**src/rtl/unary_acc_border.sv**
```systemverilog
// unary_acc_border: border accumulator for a unary (bit-stream) multiplier array.
// Counts the ones of an upstream product bit stream over a window of i_len
// cycles, then registers o_psum = i_psum +/- ones and holds it under a
// valid/ready handshake.
// Build option: define ACC_SAT_EN to saturate the final add to the signed
// ACCW range; without it the add wraps modulo 2^ACCW.
//
// state | meaning
// IDLE  | waiting for init, o_idle high
// RUN   | window open, counting ones from i_bit
// DONE  | o_psum/o_valid held until o_valid & o_ready
module unary_acc_border #(
  parameter int WIDTH = 16,
  parameter int ACCW  = 32
) (
  input  logic                   clk,
  input  logic                   rst_n,
  input  logic                   init,
  input  logic                   clr,
  input  logic [WIDTH-2:0]       i_len,
  input  logic                   i_sign,
  input  logic signed [ACCW-1:0] i_psum,
  input  logic                   i_bit,
  output logic signed [ACCW-1:0] o_psum,
  output logic                   o_valid,
  input  logic                   o_ready,
  output logic                   o_idle
);

  typedef enum logic [1:0] {
    ST_IDLE = 2'd0,
    ST_RUN  = 2'd1,
    ST_DONE = 2'd2
  } state_t;

  state_t                 state_q, state_d;
  logic [WIDTH-2:0]       win_q, win_d;
  logic [WIDTH-2:0]       ones_q, ones_d;
  logic                   sign_q, sign_d;
  logic signed [ACCW-1:0] psum_q, psum_d;
  logic signed [ACCW-1:0] o_psum_q, o_psum_d;
  logic                   o_valid_q, o_valid_d;

  logic [WIDTH-2:0]       ones_inc;
  logic [ACCW-1:0]        ones_ext;
  logic signed [ACCW-1:0] addend;
  logic signed [ACCW-1:0] sum;
  logic                   start;

  // The closing edge counts its own i_bit, so the result uses the incremented count.
  assign ones_inc = ones_q + (WIDTH-1)'(i_bit);
  assign ones_ext = ACCW'(ones_inc);
  assign addend   = sign_q ? -ones_ext : ones_ext;

`ifdef ACC_SAT_EN
  logic signed [ACCW:0] sum_wide;
  assign sum_wide = {psum_q[ACCW-1], psum_q} + {addend[ACCW-1], addend};

  // Clamp to the signed ACCW range when the widened sum overflows.
  always_comb begin
    if (sum_wide[ACCW] != sum_wide[ACCW-1]) begin
      sum = sum_wide[ACCW] ? {1'b1, {(ACCW-1){1'b0}}} : {1'b0, {(ACCW-1){1'b1}}};
    end else begin
      sum = sum_wide[ACCW-1:0];
    end
  end
`else
  assign sum = psum_q + addend;
`endif

  // Next-state logic; clr overrides everything, a new window may start from IDLE, RUN or an accepted DONE.
  always_comb begin
    state_d   = state_q;
    win_d     = win_q;
    ones_d    = ones_q;
    sign_d    = sign_q;
    psum_d    = psum_q;
    o_psum_d  = o_psum_q;
    o_valid_d = o_valid_q;
    start     = 1'b0;
    if (clr) begin
      state_d   = ST_IDLE;
      win_d     = '0;
      ones_d    = '0;
      o_valid_d = 1'b0;
    end else begin
      case (state_q)
        ST_IDLE: start = init;
        ST_RUN: begin
          if (init) begin
            start = 1'b1;
          end else if (win_q == (WIDTH-1)'(1)) begin
            win_d     = '0;
            ones_d    = ones_inc;
            o_psum_d  = sum;
            o_valid_d = 1'b1;
            state_d   = ST_DONE;
          end else if (win_q != '0) begin
            win_d  = win_q - (WIDTH-1)'(1);
            ones_d = ones_inc;
          end
        end
        ST_DONE: begin
          if (o_ready) begin
            o_valid_d = 1'b0;
            state_d   = ST_IDLE;
            start     = init;
          end
        end
        default: state_d = ST_IDLE;
      endcase
      if (start) begin
        win_d  = i_len;
        ones_d = '0;
        sign_d = i_sign;
        psum_d = i_psum;
        if (i_len == '0) begin
          state_d   = ST_DONE;
          o_psum_d  = i_psum;
          o_valid_d = 1'b1;
        end else begin
          state_d   = ST_RUN;
          o_valid_d = 1'b0;
        end
      end
    end
  end

  // State and output registers, cleared asynchronously.
  always_ff @(posedge clk or negedge rst_n) begin
    if (!rst_n) begin
      state_q   <= ST_IDLE;
      win_q     <= '0;
      ones_q    <= '0;
      sign_q    <= 1'b0;
      psum_q    <= '0;
      o_psum_q  <= '0;
      o_valid_q <= 1'b0;
    end else begin
      state_q   <= state_d;
      win_q     <= win_d;
      ones_q    <= ones_d;
      sign_q    <= sign_d;
      psum_q    <= psum_d;
      o_psum_q  <= o_psum_d;
      o_valid_q <= o_valid_d;
    end
  end

  assign o_psum  = o_psum_q;
  assign o_valid = o_valid_q;
  assign o_idle  = (state_q == ST_IDLE);

endmodule

```
**config.mk**
```make
export PLATFORM = sky130hd
export DESIGN_NAME = unary_acc_border
export DESIGN_NICKNAME = d
export VERILOG_FILES = /design/src/rtl/unary_acc_border.sv
export SDC_FILE = /design/constraint.sdc
export NUM_CORES = 1
export LEC_CHECK = 0
export ABC_CLOCK_PERIOD_IN_PS = 5450
export BUFFER_PORTS_ARGS = -buffer_cell sky130_fd_sc_hd__buf_4
export CAP_MARGIN = 20
export CORE_UTILIZATION = 55
export DETAILED_ROUTE_END_ITERATION = 7
export PLACE_DENSITY = 0.84
export SYNTH_ARGS = -nofsm -noshare
export SYNTH_HDL_FRONTEND = slang
export SYNTH_SLANG_ARGS = --single-unit
```
**constraint.sdc**
```tcl
create_clock -name clk -period 5.45 [get_ports clk]
set_clock_uncertainty 0.05 [all_clocks]
set_input_delay 1.09 -clock clk [delete_from_list [all_inputs] [get_ports clk]]
set_output_delay 1.09 -clock clk [all_outputs]
set_load 0.01 [all_outputs]
```
## Word-level counts from Yosys, hierarchy flattened

Cells that the tools add are included.
Widths: inputs -> output; s select.

| storage, ports and cells | value |
|---|---|
| register bits after elaboration | 98 |
| word-level logic and storage cells | 66 |
| input bits | 54 |
| output and inout bits | 34 |

| cells by class | value |
|---|---|
| reductions and logical operators | 10 |
| equality and inequality tests | 8 |
| mux-type cells | 36 |
| $add $sub $neg | 4 |
| bitwise gates (word level) | 1 |

Operator list:

| kind | number |
|---|---|
| $mux 32 | 6 |
| $mux 15 | 12 |
| $add 32x32->32 | 1 |
| $neg 15->32 | 1 |
| $add 15x1->15 | 1 |
| $eq 15x1->1 const B | 1 |
| $logic_not 15->1 | 1 |
| $reduce_bool 15->1 | 1 |
| $sub 15x1->15 const B | 1 |
| $mux 2 | 6 |
| $ne 4x4->1 const B | 3 |
| $mux 1 | 9 |
| $reduce_and 4->1 | 2 |
| $reduce_bool 4->1 | 2 |
| $pmux 2 s3 | 1 |
| $ne 3x1->1 const B | 1 |
| $ne 3x2->1 const B | 1 |
| $pmux 1 s3 | 1 |
| $reduce_and 3->1 | 1 |
| $reduce_bool 3->1 | 1 |
| $eq 2x1->1 const B | 1 |
| $eq 2x2->1 const B | 1 |
| $logic_not 2->1 | 1 |
| $pmux 1 s2 | 1 |
| 2 further kinds | 2 |

## Logic depth before layout (Yosys ltp)

Gate-level depths: netlist of the first run.

| depth | value |
|---|---|
| depth in word-level cells | 9 |
| mapped depth | 21 |
| gate-level depth less buffers | 20 |

## Worst setup path before layout of the first run

Ideal clock, no wire load.

| timing path | value |
|---|---|
| path type | input-to-reg |
| from | input port i_bit |
| to | register o_psum_q[31], in the netlist o_psum[31] |
| arrival | 5446 ps |
| setup time | 127 ps |
| cell stages on the path | 21 |
| data required time | 5273 ps |
| path slack | -173 ps |
| buffers on the path | 1 |
| cells stage by stage | ha_1 ha_1 clkbuf_1 nand2_1 nor3b_2 and3_1 and3_1 xor2_1 inv_1 ha_1 mux2_2 ha_1 and3_1 a221oi_1 o21ai_0 a21o_1 a31oi_1 o22ai_1 o221ai_1 xnor2_1 o21ai_1 |

| between the ends | value |
|---|---|
| cells in the longest elaborated chain, start to end | 9 |

Ends and longest elaborated chain:

| item | RTL line | source |
|---|---|---|
| from (decl) | 23 | `input logic i_bit,` |
| $add 15x1->15 * | 51 | `assign ones_inc = ones_q + (WIDTH-1)'(i_bit);` |
| $neg 15->32 | 53 | `assign addend = sign_q ? -ones_ext : ones_ext;` |
| $mux 32 * | 53 |  |
| $add 32x32->32 * | 68 | `assign sum = psum_q + addend;` |
| $mux 32 * | 92 | `end else if (win_q == (WIDTH-1)'(1)) begin` |
| $mux 32 * | 90 | `if (init) begin` |
| $mux 32 * | 87 | `case (state_q)` |
| $mux 32 | 117 | `if (i_len == '0) begin` |
| $mux 32 * | 112 | `if (start) begin` |
| to (signal assigned) | 145 | `o_psum_q <= o_psum_d;` |
| to (decl) | 41 | `logic signed [ACCW-1:0] o_psum_q, o_psum_d;` |

Every way passes the cells marked *; elsewhere a longest branch is shown, timed or not.
A chain may end at the register's enable or synchronous reset.

## Worst setup path in the final report of the first run

| timing path | value |
|---|---|
| from | input port i_bit |
| to | register o_psum_q[27], in the netlist o_psum[27] |

Same word-level chain as after synthesis.

==> summary.txt, run 1 <==
Floorplan
  • Core Region: 0.0121 mm²
  • Chip Width: 114 µm
  • Total die area: 0.0130 mm²
  • Initial Utilization: 56.9%
  • Row cnt: 40
  • Io pins: 88
  • Die outline height: 114 µm

Logic synthesis
  • Synth async-reset ratio: 100%
  • Simple-Gate Fraction of Synth Area: 16.0%
  • Number of synthesized register bits: 98
  • Syn Area/Cell: 9.09 µm²
  • Mux share of post-synthesis cell area: 6.48%
  • Yosys top cell area share: 35.6%
  • Largest family of logic cells by synthesized area: compound AO/OA/AOI/OAI gates
  • Synth Area in Adders: 7.37%
  • Seq/Total Area, Yosys: 35.6%
  • Yosys top cell by area: dfrtp_1
  • Main flop type after synthesis: dfrtp_1
  • YS warnings: 0
  • Post-synth top cells: 98 x dfrtp_1, 66 x a21oi_1, 61 x nor2_1, 58 x nand2_1, 39 x ha_1
  • Synth top area cells: dfrtp_1 36%, ha_1 7.1%, mux2_2 6.0%
  • Post-Syn Area: 0.00689 mm²
  • Synthesized instance count: 758
  • Yosys cell types: 69
  • Compound-cell area share of the yosys netlist: 23.1%
  • Post-synthesis xor/xnor area fraction: 8.01%
  • Most numerous cell in the Yosys netlist: dfrtp_1
  • Syn Nets: 852
  • EDFF count, synth: 0

Clocking
  • CTS sink cnt: 98
  • Longest Clk Path Bufs: 2
  • Htree depth: 3
  • CTS clk-pin slew, worst paths: 0.07 ns
  • Inserted Clock Buffers: 9
  • TritonCTS clock tree: done
  • Post-CTS Hold Buffers: 0
  • Root Driver: clkbuf_16
  • Clk_lat worst skew: 0.36 ns

Run status
  • Status: complete, no violations

Place
  • Dpl hpwl: 13,500 µm
  • IO buf count: 87
  • Routability cong.: 0.932
  • Cells after DPL: 996
  • Cell Area, Placed: 0.00776 mm²

Timing
  • Worst-Margin Slew: 0.923 ns
  • Final Hold Fails: 0
  • Final setup fails: 0
  • Fin. max-slew vios: 0
  • Hold WS: 0.459 ns
  • Fmax: 196 MHz
  • Crit share post-route: 93.8%
  • Slew HR: 38.3%
  • Min cycle time layout: 5.11 ns
  • Total negative slack: 0 ns

Route
  • # DRC: 0
  • WL/cell: 18.9 µm
  • Final wirelength: 19,100 µm
  • Post-DR vias/cell: 6.27
  • Initial DRT Pass Iterations: 5
  • Via count: 6,350
  • DRT antenna net count: 0
  • Initial DRC count: 442

Global route
  • GRT met2 Usage: 52.6%
  • Gr usage total: 30.7%
  • Met1 Track Usage GR: 37.6%
  • GR Overflow Total: 0
  • Initial antenna violation count: 0
  • GR peak layer: met2
  • Largest net degree at the start of global routing: 51
  • First-pass GRT wire length: 31,200 µm
  • Vias in the first global route: 6,381
  • Met3 usage: 4.94%

Power and ir drop
  • Combinational power share: 36.4%
  • Switching part of the total power: 34.3%
  • NetSw: 0.885 mW
  • Static leakage: 3.73 nW
  • Clock Power Share: 29.1%
  • P per Cell Area: 317 mW/mm²
  • Worst vdd ir: 0.171 mV
  • Sequential share of power: 34.5%
  • Cell-internal power: 1.69 mW

Final layout
  • Layout Area Growth over Synthesis: 17.9%
  • Layout cell share with drive strength beyond 1: 21.7%
  • # nets final: 933
  • Fillers: 981
  • Post-route design area: 0.00812 mm²
  • Antenna Diode Count: 0
  • Final std cells w/o fill: 1,012

Critical path
  • CP Buf/Inv Count: 2
  • CP dominant cell by count: ha_1
  • Worst EP arrival: 5.34 ns
  • CP Depth: 22
  • Critical Path Fanout Max: 5
  • Setup crit start kind: input pin
  • Crit path max-delay cell type: xor2_1
  • Critical Path RT: 5.68 ns
  • CP Capture Type: flip-flop
  • Worst-path cell chain: buf_4 -> ha_1 -> ha_1 -> nand2_1 -> nor2_1 -> nand2_1 -> xor2_1 -> nand4_1 -> nor2_2 -> ha_1 -> mux2_2 -> ha_1 -> and3_1 -> a221oi_1 -> o21ai_0 -> a21o_1 -> a31oi_1 -> buf_4 -> nand3b_1 -> a31oi_2 -> xnor2_1 -> o21ai_0
  • Cell family with most CP delay: simple AND/OR/NAND/NOR gates
  • Critical path class: in -> reg
  • Max incr delay on CP: 0.32 ns
  • Reg2reg path depth: 21

Hold path
  • Hold Crit Class: reg -> reg
  • Worst hold path depth: 1

Run
  • Max cap viols: 0
==> cell families (layout without fill, tap and decap cells) <==
logic type      after synthesis  in the layout
simple gates                221            221
xor+xnor                     63             63
compound gates              240            240
buf+inv                      56            142
fa+ha+maj                    40             40
mux                          40             40
flops                        98             98
==> worst reg2reg max path, cell delays in order, from the launching register on <==
cell,delay [ns]
dfrtp_1,0.36
ha_1,0.27
ha_1,0.24
nand2_1,0.12
nor2_1,0.17
nand2_1,0.12
xor2_1,0.32
nand4_1,0.23
nor2_2,0.18
ha_1,0.24
mux2_2,0.26
ha_1,0.29
and3_1,0.22
a221oi_1,0.29
o21ai_0,0.14
a21o_1,0.19
a31oi_1,0.13
buf_4,0.15
nand3b_1,0.15
a31oi_2,0.16
xnor2_1,0.15
o21ai_0,0.15
==> through the flow <==
step                      worst slack, ns  total power, mW  util (%)
after floorplan                    0.0403             1.54         -
after global placement             0.0905             1.77      64.0
after detailed placement          -0.0122             1.81      64.0
after CTS                           0.288             2.56      66.9
after global routing              -0.0162             2.71      67.0
final                               0.337             2.58      67.0
==> registers in the layout, indices dropped and copies added (netlist names) <==
signal,cells
o_psum,32
o_valid,1
ones_q,15
psum_q,32
sign_q,1
state_q,2
win_q,15
==> path summary, 6_finish.rpt <==
kind	start	to	slack [ns]
min in group asynchronous	rst_n	win_q[14]	0.69
min	o_psum[4]	o_psum[4]	0.46
max	i_bit	o_psum[27]	0.34
min reg2reg	o_psum[4]	o_psum[4]	0.46
max in group asynchronous	rst_n	o_psum[11]	3.56
max reg2reg	ones_q[0]	o_psum[27]	0.77
==> power by group through the flow <==
stage / Combinational [mW] / Clock [mW] / Sequential, mW
after floorplan: 0.650 / 0 / 0.885
after global placement: 0.881 / 0 / 0.892
after detailed placement: 0.910 / 0 / 0.897
after CTS: 0.921 / 0.758 / 0.885
after global routing: 1.02 / 0.788 / 0.896
final: 0.937 / 0.751 / 0.888
==> cell type report <==
| class | count | area (µm²) | area share (%) |
|---|---|---|---|
| clock buffer | 10 | 229 | 2.82 |
| clock inverter | 6 | 114 | 1.40 |
| inverter | 17 | 63.8 | 0.786 |
| multi-input combinational | 604 | 4230 | 52.1 |
| sequential | 98 | 2450 | 30.2 |
| tap | 168 | 210 | 2.59 |
| timing repair buffer | 109 | 818 | 10.1 |
==> cell usage in the layout, fill, tap and decap left out, types with 12 or more instances in the layout <==
| cell type | instances |
|---|---|
| buf_4 | 109 |
| dfrtp_1 | 98 |
| a21oi_1 | 66 |
| nor2_1 | 59 |
| nand2_1 | 58 |
| ha_1 | 39 |
| mux2_2 | 37 |
| xnor2_1 | 36 |
| o21ai_0 | 28 |
| xor2_1 | 26 |
| a21o_1 | 21 |
| inv_1 | 17 |
| nor3_1 | 17 |
| o22a_1 | 17 |
| nand3_1 | 14 |
| a31oi_1 | 13 |
| o22ai_1 | 13 |
| and3_1 | 12 |
==> routing by layer <==
metal	vias to the layer above	part of all wire, %
li1	2954	-
met1	3102	42
met2	245	49
met3	49	5.9
met4	0	3.4
met5	-	0
==> timing repair <==
item,CTS,global route
setup buffers,0,0
gates resized for setup,0,4
setup endpoints to repair,0,3
Power figures use the tool's default switching activity.
==> run 2: changes to the inputs <==
- CAP_MARGIN: 20 -> not set
- CORE_ASPECT_RATIO: not set -> 0.5
==> summary.txt, run 2 (same netlist as run 1, synthesis figures left out) <==
Timing
  • Min cycle time layout: 5.24 ns (+0.131 ns)
  • Worst-Margin Slew: 0.903 ns (-0.0192 ns)
  • Fin. max-slew vios: 0 (unchanged)
  • PnR worst setup slack: 0.206 ns (-0.131 ns)
  • Slew HR: 39.6% (+1.3 points)
  • Crit share post-route: 96.2% (+2.4 points)
  • Hold WS: 0.438 ns (-0.0209 ns)
  • Fmax: 191 MHz (-2.5%)
  • Final setup fails: 0 (unchanged)
  • Final Hold Fails: 0 (unchanged)

Route
  • Final wirelength: 18,300 µm (-4.4%)
  • Via count: 6,311 (-0.61%)
  • # DRC: 0 (unchanged)
  • WL/cell: 18.1 µm (-4.2%)
  • Initial DRC count: 561 (+27%)
  • Initial DRT Pass Iterations: 5 (unchanged)
  • Post-DR vias/cell: 6.25 (-0.42%)
  • DRT antenna net count: 0 (unchanged)

Place
  • Pre-CTS WS: -0.0451 ns (-0.0329 ns)
  • IO buf count: 87 (unchanged)
  • Dpl hpwl: 12,900 µm (-4.5%)
  • Cell Area, Placed: 0.00777 mm² (+0.15%)
  • Routability cong.: 0.875 (-6.2%)

Global route
  • Initial antenna violation count: 0 (unchanged)
  • Gr usage total: 28.8% (-2.0 points)
  • Largest net degree at the start of global routing: 56 (+9.8%)
  • Vias in the first global route: 5,963 (-6.6%)
  • First-pass GRT wire length: 29,600 µm (-5.3%)
  • GR Overflow Total: 0 (unchanged)

Critical path
  • Setup crit start kind: input pin
  • CP Capture Type: flip-flop
  • Critical path class: in -> reg
  • Critical Path RT: 5.63 ns (-0.05 ns)
  • Worst EP arrival: 5.43 ns (+0.09 ns)
  • Critical Path Fanout Max: 5 (unchanged)
  • Reg2reg path depth: 18 (-14%)

Final layout
  • Commonest non-fill, non-tap cell in the layout: buf_4
  • Post-route design area: 0.00811 mm² (about the same)
  • Layout cell share with drive strength beyond 1: 21.8% (+0.093 points)
  • Fillers: 952 (-3.0%)
  • Leading cell types in the layout, fill and taps excluded: 111 x buf_4, 98 x dfrtp_1, 66 x a21oi_1
  • Register Area: 0.00245 mm² (unchanged)
  • # nets final: 935 (+0.21%)
  • Layout Area Growth over Synthesis: 17.8% (about the same)
  • Multi-input logic area: 0.00422 mm² (-0.33%)
  • Antenna Diode Count: 0 (unchanged)

Run status
  • Status: complete, no violations

Floorplan
  • Core Region: 0.0120 mm² (-0.79%)
  • Chip Width: 160 µm (+41%)
  • Row cnt: 28 (-30%)
  • Io pins: 88 (unchanged)
  • Initial Utilization: 57.3% (+0.45 points)
  • Die outline height: 81.1 µm (-29%)
  • Total die area: 0.0130 mm² (+0.21%)

Power and ir drop
  • Static leakage: 3.73 nW (about the same)
  • Worst vdd ir: 0.170 mV (about the same)
  • P per Cell Area: 314 mW/mm² (-0.93%)

Clocking
  • CTS sink cnt: 98 (unchanged)
  • CTS clk-pin slew, worst paths: 0.07 ns (about the same)
  • Htree depth: 3 (unchanged)
  • TritonCTS clock tree: done
  • Clk_lat worst skew: 0.35 ns (about the same)
  • Root Driver: clkbuf_16
  • Longest Clk Path Bufs: 2 (unchanged)
  • Inserted Clock Buffers: 9 (unchanged)

Hold path
  • Hold Crit Class: reg -> reg
  • Worst hold path depth: 2 (+1)

Run
  • Max cap viols: 0 (unchanged)
[run 2: cell types whose count changed in the layout (fill, tap and decap cells not counted), sizes merged]
cell | previous run | this run
clkinv | 1 | 0
clkbuf | 10 | 9
clkinvlp | 1 | 2
buf | 109 | 111
[run 2: where the power goes]
| part | total [mW] | internal, mW | leakage (nW) | switching [mW] |
|---|---|---|---|---|
| logic | 0.932 | 0.427 | 2.29 | 0.505 |
| clock network | 0.735 | 0.448 | 0.158 | 0.287 |
| registers | 0.882 | 0.812 | 1.28 | 0.0701 |
[run 2: critical path: stages]
cell and delay [ns]:
buf_4 0.11, ha_1 0.23, ha_1 0.25, nand2_1 0.15, o21ai_0 0.10, mux2_2 0.28, o31ai_2 0.30, nand3_1 0.19
nor2_2 0.15, ha_1 0.25, mux2_2 0.28, ha_1 0.29, and3_1 0.20, a221oi_1 0.29, o21ai_0 0.17, a21o_1 0.21
a31oi_2 0.25, nand3b_1 0.18, a31oi_1 0.16, mux2i_1 0.19, o21ai_0 0.09
[run 2: final cells by class]
type,count,share of cell area (%)
repair buffers,111,10.3
well taps,165,2.54
multi-input cells,604,52.0
clock buffers,9,2.78
clock inverters,6,1.40
flip-flops and latches,98,30.2
inverters,17,0.786
[run 2: routing by layer]
metal	track usage [%]	share of wire, %	vias to the layer above
li1	-	-	2953
met5	0	0	-
met4	9.05	1.9	0
met3	4.55	5.4	37
met2	49.3	48	230
met1	37.9	45	3091
[run 2: metrics by stage]
stage / power, mW / std cells / setup TNS, ns / util (%)
floorplan: 1.54 / 758 / 0 / -
CTS: 2.54 / 1010 / 0 / 67.5
detailed placement: 1.79 / 995 / -0.0761 / 64.7
finish: 2.55 / 1010 / 0 / 67.5
global route: 2.68 / 1010 / -0.00402 / 67.5
global placement: 1.77 / 995 / 0 / 64.7
[run 2: final timing paths]
path	startpoint	to	slack [ns]
setup / recovery	i_bit	o_psum[29]	0.21
hold / removal	o_psum[12]	o_psum[12]	0.44
setup reg to reg	ones_q[6]	o_psum[29]	0.62
hold reg to reg	o_psum[12]	o_psum[12]	0.44
max in group asynchronous	rst_n	win_q[1]	3.57
min in group asynchronous	rst_n	psum_q[27]	0.73
[run 2: what timing repair did]
item / 4_1_cts / 5_1_grt
resized for setup: 0 / 2
setup endpoints to repair: 0 / 5
hold buffers: 0 / 0
setup buffers: 0 / 0
==> run 3: changes to the inputs <==
==> constraint.sdc (replaced) <==
create_clock -name clk -period 5.45 [get_ports clk]
set_clock_uncertainty 0.05 [all_clocks]
set_input_delay 0 -clock clk [delete_from_list [all_inputs] [get_ports clk]]
set_output_delay 0 -clock clk [all_outputs]
set_load 0.01 [all_outputs]
==> summary.txt, run 3 (same netlist as run 1, synthesis figures left out) <==
Timing
  • Fmax: 197 MHz (+3.5%)
  • Fin. max-slew vios: 0 (unchanged)
  • Unrepaired setup endpoints after global routing: false
  • Final setup fails: 0 (unchanged)
  • Min cycle time layout: 5.07 ns (-0.177 ns)
  • Worst-Margin Slew: 1.06 ns (+0.157 ns)
  • PnR worst setup slack: 0.383 ns (+0.177 ns)
  • Final Hold Fails: 0 (unchanged)
  • Slew HR: 29.0% (-11 points)
  • Total negative slack: 0 ns (unchanged)
  • Crit share post-route: 93.0% (-3.3 points)

Run
  • Max cap viols: 0 (unchanged)

Critical path
  • Critical path class: reg -> reg
  • CP Capture Type: flip-flop
  • Reg2reg path depth: 21 (+3)
  • RR Startpoint: ones_q[0]
  • Setup crit start kind: flip-flop
  • Flop-to-flop setup slack: 0.38 ns (-0.24 ns)
  • Critical Path Fanout Max: 9 (+4)
  • Reg2reg end: o_psum[29]
  • Worst EP arrival: 5.25 ns (-0.18 ns)
  • Worst setup path start: ones_q[0]
  • Critical Path RT: 5.63 ns (about the same)

Place
  • Dpl hpwl: 12,700 µm (-1.0%)
  • Cell Area, Placed: 0.00764 mm² (-1.7%)
  • Routability cong.: 0.886 (+1.3%)
  • IO buf count: 87 (unchanged)
  • Pre-CTS WS: 0.132 ns (+0.177 ns)

Clocking
  • Clk_lat worst skew: 0.36 ns (about the same)
  • Htree depth: 3 (unchanged)
  • TritonCTS clock tree: done
  • Longest Clk Path Bufs: 2 (unchanged)
  • CTS clk-pin slew, worst paths: 0.07 ns (about the same)
  • Inserted Clock Buffers: 9 (unchanged)
  • Root Driver: clkbuf_16
  • CTS sink cnt: 98 (unchanged)

Route
  • Initial DRT Pass Iterations: 7 (+2)
  • Final wirelength: 19,300 µm (+5.7%)
  • DRT antenna net count: 0 (unchanged)
  • Via count: 6,508 (+3.1%)
  • Initial DRC count: 637 (+14%)
  • WL/cell: 18.5 µm (+2.4%)
  • Post-DR vias/cell: 6.25 (about the same)
  • # DRC: 0 (unchanged)

Floorplan
  • Initial Utilization: 57.3% (unchanged)
  • Die outline height: 81.1 µm (unchanged)
  • Total die area: 0.0130 mm² (unchanged)
  • Core Region: 0.0120 mm² (unchanged)
  • Io pins: 88 (unchanged)
  • Row cnt: 28 (unchanged)
  • Chip Width: 160 µm (unchanged)

Power and ir drop
  • Switching part of the total power: 34.7% (+0.93 points)
  • P per Cell Area: 301 mW/mm² (-4.3%)
  • Worst vdd ir: 0.167 mV (-2.1%)
  • Cell-internal power: 1.66 mW (-1.7%)
  • Static leakage: 3.84 nW (+3.1%)
  • Sequential share of power: 34.8% (+0.2 points)
  • Clock Power Share: 27.7% (-1.1 points)
  • NetSw: 0.883 mW (+2.5%)
  • Total power: 2.54 mW (-0.28%)
  • Combinational power share: 37.5% (+0.9 points)

Final layout
  • Leading cell types in the layout, fill and taps excluded: 98 x dfrtp_1, 95 x buf_4, 66 x a21oi_1
  • Commonest non-fill, non-tap cell in the layout: dfrtp_1
  • Layout cell share with drive strength beyond 1: 19.0% (-2.7 points)
  • # nets final: 966 (+3.3%)
  • Multi-input logic area: 0.00423 mm² (+0.24%)
  • Fillers: 876 (-8.0%)
  • Layout Area Growth over Synthesis: 22.7%
  • Register Area: 0.00245 mm² (unchanged)
  • Antenna Diode Count: 0 (unchanged)
  • Post-route design area: 0.00846 mm² (+4.2%)

Global route
  • First-pass GRT wire length: 31,000 µm (+4.9%)
  • GR Overflow Total: 0 (unchanged)
  • Vias in the first global route: 6,229 (+4.5%)
  • Largest net degree at the start of global routing: 72 (+29%)
  • Initial antenna violation count: 0 (unchanged)
  • Gr usage total: 30.3% (+1.6 points)

Run status
  • Status: complete, no violations

Hold path
  • Hold Crit Class: in -> reg
  • Worst Hold End: win_q[5]
  • Worst hold path depth: 5 (+3)
  • Hold path startpoint: i_len[5]
==> run 3: changes by cell type in the layout (fill, tap and decap cells not counted), sizes merged <==
cell	previous run	this run
buf	111	95
bufinv	3	2
clkinv	0	1
clkinvlp	2	1
dlygate4sd3	0	47
clkbuf	9	11
==> run 3: what timing repair did <==
action                                  in CTS  in global routing
endpoints found under the hold margin       92                  0
endpoints found under the setup margin       0                 11
hold buffers                                47                  0
resized for setup                            0                  4
buffers inserted                             0                  0
==> run 3: through the flow <==
| stage | utilization, % | hold slack [ns] | instances |
|---|---|---|---|
| floorplan | - | -0.346 | 758 |
| global placement | 63.6 | -0.113 | 979 |
| detailed placement | 63.6 | -0.110 | 979 |
| CTS | 70.1 | 0.00432 | 1042 |
| global route | 70.4 | 0.0452 | 1042 |
| finish | 70.4 | 0.00672 | 1042 |
==> run 3: worst max-delay path by stage <==
stage	end	cells past startpoint
finish	o_psum[29]	21
global route	o_psum[27]	21
CTS	o_psum[27]	21
detailed placement	o_psum[27]	21
global placement	o_psum[31]	21
floorplan	o_psum[31]	21
==> run 3: area by class of cell <==
| type | count | share of cell area [%] |
|---|---|---|
| multi-input combinational | 604 | 50.0 |
| sequential | 98 | 29.0 |
| timing repair buffer | 142 | 14.0 |
| clock buffer | 11 | 2.75 |
| tap | 165 | 2.44 |
| clock inverter | 5 | 1.04 |
| inverter | 17 | 0.755 |
==> run 3: power groups by stage <==
| stage | Clock, mW | Combinational [mW] | Sequential (mW) |
|---|---|---|---|
| final | 0.704 | 0.954 | 0.884 |
| after global routing | 0.732 | 1.04 | 0.894 |
| after CTS | 0.705 | 0.930 | 0.881 |
| after detailed placement | 0 | 0.889 | 0.894 |
| after global placement | 0 | 0.870 | 0.890 |
| after floorplan | 0 | 0.650 | 0.885 |
==> run 3: per-layer routing <==
layer	up-vias	track usage, %	wire length [µm]
met5	-	0	0
met4	0	11.6	521
met3	57	5.46	1240
met2	291	52.2	9330
met1	3152	38.8	8220
li1	3008	-	-
==> run 3: worst max-delay path, cell delays in order, from the launching register on <==
cell and delay, ns:
dfrtp_1 0.35, ha_1 0.24, ha_2 0.29, nand2_1 0.13, nor3b_2 0.28, and3_1 0.25
and3_1 0.26, xor2_4 0.26, inv_1 0.18, ha_1 0.32, mux2_2 0.27, ha_1 0.33
and3_1 0.24, a221oi_1 0.31, o21ai_0 0.15, a21o_1 0.19, a31oi_1 0.13, buf_4 0.17
nand3b_1 0.13, a31oi_1 0.15, mux2i_1 0.18, o21ai_0 0.09
